[src/rtl/barrel_shift_right.sv]
// Registered logical right barrel shifter for FP-add mantissa alignment.
// Define BSR_GRS_EN to add the registered {guard, round, sticky} output.
module barrel_shift_right #(
    parameter int WIDTH = 23,
    parameter int SHW   = 5
) (
    output logic [WIDTH-1:0] out,
    input  logic [SHW-1:0]   sel,
    input  logic [WIDTH-1:0] in,
    input  logic             clk,
    input  logic             reset
`ifdef BSR_GRS_EN
    ,
    output logic [2:0]       grs
`endif
);

    logic [WIDTH-1:0] out_n;

`ifdef BSR_GRS_EN
    // Two extra LSBs catch guard/round; anything falling past them is sticky.
    localparam int EW = WIDTH + 2;

    logic [EW-1:0] ext [SHW+1];
    logic [SHW:0]  stk;
    logic [2:0]    grs_n;

    assign ext[0] = {in, 2'b00};
    assign stk[0] = 1'b0;

    for (genvar k = 0; k < SHW; k++) begin : g_stage
        localparam int SH = 1 << k;
        if (SH >= EW) begin : g_flush
            assign ext[k+1] = sel[k] ? '0 : ext[k];
            assign stk[k+1] = stk[k] | (sel[k] & (|ext[k]));
        end else begin : g_shift
            assign ext[k+1] = sel[k]
                ? {{SH{1'b0}}, ext[k][EW-1:SH]}
                : ext[k];
            assign stk[k+1] = stk[k] | (sel[k] & (|ext[k][SH-1:0]));
        end
    end

    assign out_n = ext[SHW][EW-1:2];
    assign grs_n = {ext[SHW][1:0], stk[SHW]};

    always_ff @(posedge clk or negedge reset) begin
        if (!reset) begin
            grs <= '0;
        end else begin
            grs <= grs_n;
        end
    end
`else
    logic [WIDTH-1:0] stg [SHW+1];

    assign stg[0] = in;

    for (genvar k = 0; k < SHW; k++) begin : g_stage
        localparam int SH = 1 << k;
        if (SH >= WIDTH) begin : g_flush
            assign stg[k+1] = sel[k] ? '0 : stg[k];
        end else begin : g_shift
            assign stg[k+1] = sel[k]
                ? {{SH{1'b0}}, stg[k][WIDTH-1:SH]}
                : stg[k];
        end
    end

    assign out_n = stg[SHW];
`endif

    always_ff @(posedge clk or negedge reset) begin
        if (!reset) begin
            out <= '0;
        end else begin
            out <= out_n;
        end
    end

endmodule

[config.mk]
export PLATFORM = sky130hd
export DESIGN_NAME = barrel_shift_right
export DESIGN_NICKNAME = d
export VERILOG_FILES = /design/src/rtl/barrel_shift_right.sv
export SDC_FILE = /design/constraint.sdc
export NUM_CORES = 1
export LEC_CHECK = 0
export CAP_MARGIN = 20
export CORE_MARGIN = 3
export CORE_UTILIZATION = 40
export CTS_CLUSTER_SIZE = 28
export DETAILED_ROUTE_END_ITERATION = 6
export DONT_BUFFER_PORTS = 1
export GPL_TIMING_DRIVEN = 0
export PLACE_DENSITY_LB_ADDON = 0.15
export SLEW_MARGIN = 20
export SYNTH_ARGS = -nofsm -noshare
export SYNTH_HDL_FRONTEND = slang
export SYNTH_SLANG_ARGS = --single-unit
[constraint.sdc]
create_clock -name clk -period 0.8 [get_ports clk]
set_input_delay 0.2 -clock clk [delete_from_list [all_inputs] [get_ports clk]]
set_output_delay 0.2 -clock clk [all_outputs]
set_load 0.01 [all_outputs]
; ---- After elaboration in Yosys (flattened, before gate mapping)
; Cells that the tools add are included.
[word_totals]
regBits = 23
elab_cells = 6
mem_bits_ro = 0
mem_count = 0
latchBits = 0
ramBits = 0
output_inout_bits = 23
inputBits = 30
[classes]
n_addsub = 0
n_reduce_logical = 0
n_lt_le_gt_ge = 0
bitwise = 0
n_shift = 0
n_mul = 0
eq_ne = 0
mux = 5
div_mod_pow = 0
[op_table]
columns = operator, n
row1 = $mux W23, 5

; ---- Longest topological paths before layout
[logic_depth]
ltp_word = 5
mapped_depth = 7

; ---- Least setup slack after synthesis
; No wires, ideal clock.
[synth_timing]
path_type = in2reg
startpoint = input port sel[1]
endpoint = register out[9]
cell_stages = 6
t_arrival_ps = 1344
required_time_ps = 658
setup_slack_ps = -686
cell_sequence = buf_6 -> buf_12 -> mux4_2 -> mux2_2 -> nor2_1 -> a211oi_1
[synth_via]
elab_chain_cells = 4
[synth_rtl]
columns = element, line
row1 = "start, declared", 8  ; input logic [SHW-1:0] sel,
row2 = $mux W23 (4 in series), 65  ; ? {{SH{1'b0}}, stg[k][WIDTH-1:SH]}
row3 = via out_n[9], 18  ; logic [WIDTH-1:0] out_n;
row4 = "end signal, assigned", 77  ; out <= out_n;
row5 = "end, declared", 7  ; output logic [WIDTH-1:0] out,
; The timed path passes the listed nets, and every way through them passes these cells.

; ---- Final worst setup path
[layout_timing]
startpoint = input port sel[1]
endpoint = register out[1]
; Same word-level chain as after synthesis.

==> impl_results.html <==
<table>
<tr><th>Metric</th><th>Value</th></tr>
<tr><th colspan="2">Timing</th></tr>
<tr><td>F_max</td><td>767 MHz</td></tr>
<tr><td>Fin crit period</td><td>1.30 ns</td></tr>
<tr><td>Final Max Tran Viols</td><td>0</td></tr>
<tr><td>Tcrit/Tclk final</td><td>163%</td></tr>
<tr><td>Final worst hold slack</td><td>0.250 ns</td></tr>
<tr><td>Final hold violation count</td><td>0</td></tr>
<tr><td>RSZ-0062 raised after global routing</td><td>yes</td></tr>
<tr><td>Final Worst Setup Slack</td><td>-0.503 ns</td></tr>
<tr><td>Worst Max-Slew Pin Slew</td><td>0.442 ns</td></tr>
<tr><td>Max transition margin</td><td>70.4%</td></tr>
<tr><td>Final Setup Violations</td><td>45</td></tr>
<tr><th colspan="2">Finish</th></tr>
<tr><td>Filler-free cell count of the finished design</td><td>210</td></tr>
<tr><td>Register cell area after layout</td><td>576 µm²</td></tr>
<tr><td>Register containing the most flip-flops in the final layout</td><td>out</td></tr>
<tr><td>Largest register FFs</td><td>23</td></tr>
<tr><td>Post-layout nets</td><td>191</td></tr>
<tr><td>P&amp;R area growth vs syn</td><td>22.5%</td></tr>
<tr><td>Area used by multi-input combinational logic</td><td>1240 µm²</td></tr>
<tr><td>Biggest registers after layout</td><td>out: 23 flops</td></tr>
<tr><td>Top library cells by usage in the layout, fill and taps aside</td><td>23 x sky130_fd_sc_hd__dfrtp_1, 20 x sky130_fd_sc_hd__mux4_2, 12 x sky130_fd_sc_hd__nor2_1</td></tr>
<tr><td>Filler Cell Count</td><td>370</td></tr>
<tr><td>Count of inserted antenna diode cells</td><td>0</td></tr>
<tr><td>Most common library cell in the layout ignoring fill and taps</td><td>sky130_fd_sc_hd__dfrtp_1</td></tr>
<tr><td>Fraction of final layout cells with drive strength greater than 1</td><td>46.9%</td></tr>
<tr><td>Final standard cell utilization of the core</td><td>52.7%</td></tr>
<tr><th colspan="2">Floorplan</th></tr>
<tr><td>Die X-Extent</td><td>72.8 µm</td></tr>
<tr><td>CORE AREA</td><td>4140 µm²</td></tr>
<tr><td>Die span in y</td><td>72.8 µm</td></tr>
<tr><td>DIE AREA</td><td>5290 µm²</td></tr>
<tr><td>Starting density of the core</td><td>43.0%</td></tr>
<tr><td>Standard-cell row count</td><td>23</td></tr>
<tr><td>Io pins</td><td>53</td></tr>
<tr><th colspan="2">Synth</th></tr>
<tr><td>Syn_area_per_cell</td><td>11.8 µm²</td></tr>
<tr><td>Register bit count reported by yosys</td><td>23</td></tr>
<tr><td>Net count after synthesis</td><td>181</td></tr>
<tr><td>Number of instances in the synthesized netlist</td><td>151</td></tr>
<tr><td>Unique cell type count in the Yosys netlist</td><td>35</td></tr>
<tr><td>Yosys synthesis warning count</td><td>0</td></tr>
<tr><td>Netlist Area Pre-Place</td><td>1780 µm²</td></tr>
<tr><td>Register area share after synthesis</td><td>32.3%</td></tr>
<tr><th colspan="2">Clocking</th></tr>
<tr><td>TritonCTS Buffers</td><td>3</td></tr>
<tr><td>Register clock-pin slew on the reported worst setup and hold paths</td><td>0.07 ns</td></tr>
<tr><td>Root buffer cell</td><td>sky130_fd_sc_hd__clkbuf_8</td></tr>
<tr><td>Sinks on the clock net</td><td>23</td></tr>
<tr><td>Clock H-tree levels</td><td>1</td></tr>
<tr><td>Clock tree from TritonCTS</td><td>done</td></tr>
<tr><td>Clock Path Buffers</td><td>2</td></tr>
<tr><th colspan="2">Worst setup path</th></tr>
<tr><td>Worst Setup Start Kind</td><td>input port</td></tr>
<tr><td>Max Fanout on Critical Path</td><td>6</td></tr>
<tr><td>Crit path from</td><td>sel[1]</td></tr>
<tr><td>Crit Path Category</td><td>input port to flop</td></tr>
<tr><td>Arrival time reported for the critical path endpoint</td><td>1.43 ns</td></tr>
<tr><td>Worst setup endpoint</td><td>out[1]</td></tr>
<tr><td>Endpoint required time on the critical path</td><td>0.92 ns</td></tr>
<tr><td>Kind of capture point of the worst setup path</td><td>flop</td></tr>
<tr><th colspan="2">Outcome</th></tr>
<tr><td>Result of the run</td><td>finished with violations</td></tr>
<tr><td>Failing checks</td><td>setup timing</td></tr>
<tr><th colspan="2">Pwr</th></tr>
<tr><td>Final total power</td><td>0.00297 W</td></tr>
<tr><td>Switching pwr</td><td>0.000831 W</td></tr>
<tr><td>Pwr/cell area</td><td>1360 nW/µm²</td></tr>
<tr><td>Share of power burned in the clock network</td><td>22.0%</td></tr>
<tr><td>Worst voltage drop across the vdd grid</td><td>456 µV</td></tr>
<tr><td>Power Internal</td><td>0.00214 W</td></tr>
<tr><td>Static leakage power</td><td>0.874 nW</td></tr>
<tr><td>Comb pwr share</td><td>33.3%</td></tr>
<tr><td>Switch share</td><td>28.0%</td></tr>
<tr><td>Portion of total power attributed to sequential cells</td><td>44.7%</td></tr>
<tr><th colspan="2">Routing</th></tr>
<tr><td>Total routed wirelength</td><td>4.40 mm</td></tr>
<tr><td>Number of vias per cell</td><td>6.24</td></tr>
<tr><td>Number of DRC violations after detailed-routing iteration 0</td><td>109</td></tr>
<tr><td>Via count of the routed design</td><td>1310</td></tr>
<tr><td>Number of iterations in the first detailed-routing pass</td><td>4</td></tr>
<tr><td>Antenna Nets Post-Route</td><td>0</td></tr>
<tr><td>Routed wirelength normalized by instance count</td><td>20.9 µm</td></tr>
<tr><td>DRC viols</td><td>0</td></tr>
<tr><th colspan="2">Global routing</th></tr>
<tr><td>Number of antenna violations at the first check in global routing</td><td>0</td></tr>
<tr><td>Maximum number of pins on one net before global-route repair</td><td>24</td></tr>
<tr><td>Vias in the first global route</td><td>1394</td></tr>
<tr><td>GRT Total Usage</td><td>17.4%</td></tr>
<tr><td>Global-route wire length before repair</td><td>7.15 mm</td></tr>
<tr><td>Overflow after GRT</td><td>0</td></tr>
<tr><th colspan="2">Placed design</th></tr>
<tr><td>Routability congestion estimate</td><td>0.869</td></tr>
<tr><td>DP HPWL</td><td>3.47 mm</td></tr>
<tr><td>Port Buffer Count</td><td>0</td></tr>
<tr><td>Pre-CTS setup slack</td><td>-0.811 ns</td></tr>
<tr><td>Number of cells after detailed placement</td><td>201</td></tr>
<tr><th colspan="2">Min path</th></tr>
<tr><td>Hold-critical path depth</td><td>3</td></tr>
<tr><td>Worst min path class</td><td>input port to flop</td></tr>
<tr><th colspan="2">Job</th></tr>
<tr><td>Max Cap Viol</td><td>0</td></tr>
</table>
-- logic make-up after synthesis --
logic type | synth area share [%]
multiplexers | 40.4
AO/OA/AOI/OAI | 9.96
buffers and inverters | 6.11
flip-flops | 32.3
AND/OR/NAND/NOR | 11.3
-- repair_timing --
item	CTS	global route
gates resized for setup	17	21
pin swaps	0	4
setup endpoints to repair	46	46
buffers inserted	0	3
hold endpoints to repair	23	23
gates cloned	1	0
-- worst min-delay path by stage --
| stage | end | start | slack (ns) |
|---|---|---|---|
| 2_1_floorplan | out[0] | reset | -0.1 |
| 5_1_grt | out[22] | in[22] | 0.26 |
| 4_1_cts | out[21] | reset | -0.37 |
| 6_report | out[14] | in[22] | 0.25 |
| 3_5_place_dp | out[17] | reset | -0.09 |
| 3_3_place_gp | out[20] | reset | -0.1 |
-- Yosys cell counts --
library cell	n	area [µm²]
sky130_fd_sc_hd__mux2i_1	13	130
sky130_fd_sc_hd__clkbuf_1	3	11.3
sky130_fd_sc_hd__dfrtp_1	23	576
sky130_fd_sc_hd__o22a_1	1	8.76
sky130_fd_sc_hd__mux2_4	1	15.0
sky130_fd_sc_hd__buf_4	1	7.51
sky130_fd_sc_hd__nor3_1	2	10.0
sky130_fd_sc_hd__or2_2	3	18.8
sky130_fd_sc_hd__o21ai_1	2	10.0
sky130_fd_sc_hd__nor2_1	16	60.1
sky130_fd_sc_hd__nor4b_1	1	8.76
sky130_fd_sc_hd__buf_6	3	33.8
sky130_fd_sc_hd__a211o_1	1	8.76
sky130_fd_sc_hd__inv_1	1	3.75
sky130_fd_sc_hd__mux2_2	8	90.1
sky130_fd_sc_hd__mux4_1	3	78.8
sky130_fd_sc_hd__nand2_1	12	45.0
sky130_fd_sc_hd__mux4_2	18	405
sky130_fd_sc_hd__nand2b_1	5	31.3
sky130_fd_sc_hd__buf_1	2	7.51
sky130_fd_sc_hd__buf_2	5	25.0
sky130_fd_sc_hd__o221ai_1	1	8.76
sky130_fd_sc_hd__nand3b_1	1	7.51
sky130_fd_sc_hd__nor3b_1	1	7.51
sky130_fd_sc_hd__o21ai_0	3	15.0
sky130_fd_sc_hd__buf_12	1	20.0
sky130_fd_sc_hd__a2111oi_0	1	8.76
sky130_fd_sc_hd__o211ai_1	4	30.0
sky130_fd_sc_hd__a21oi_1	2	10.0
sky130_fd_sc_hd__o21bai_1	1	7.51
sky130_fd_sc_hd__a211oi_1	4	30.0
sky130_fd_sc_hd__a21o_1	2	15.0
sky130_fd_sc_hd__or3_1	1	6.26
sky130_fd_sc_hd__o22ai_1	4	25.0
sky130_fd_sc_hd__and2_1	1	6.26
-- metrics by stage --
stage / TNS, ns / cell area, µm²
6_report: -8.83 / 2180
5_1_grt: -9.93 / 2180
4_1_cts: -8.78 / 2070
3_5_place_dp: -14.21 / 1940
3_3_place_gp: -14.03 / 1940
2_1_floorplan: -11.22 / 1880
-- critical path, cell delays in order --
cell	delay (ns)
sky130_fd_sc_hd__buf_12	0.11
sky130_fd_sc_hd__buf_12	0.12
sky130_fd_sc_hd__mux4_2	0.52
sky130_fd_sc_hd__mux2_4	0.32
sky130_fd_sc_hd__nand2_2	0.07
sky130_fd_sc_hd__o211ai_1	0.09
-- metal layers --
metal,global-route usage [%],vias to the layer above,wire length [µm]
met2,27.8,62,2160
met1,22.5,645,1810
li1,-,595,-
met5,0,-,0
met3,4.55,8,349
met4,7.17,0,70
-- power by group through the flow --
stage                     registers, W  logic (W)  clock network [W]
after floorplan                0.00135   0.000667                  0
after global placement         0.00136   0.000790                  0
after detailed placement       0.00136   0.000801                  0
after CTS                      0.00133   0.000871           0.000670
after global routing           0.00134    0.00106           0.000718
final                          0.00133   0.000989           0.000655
-- cell type report --
cell class | count | area share [%]
buffer | 14 | 7.79
clock buffer | 4 | 2.06
inverter | 1 | 0.172
multi-input combinational | 112 | 56.9
sequential | 23 | 26.4
tap | 50 | 2.87
timing repair buffer | 6 | 3.84
Power figures use the tool's default switching activity.
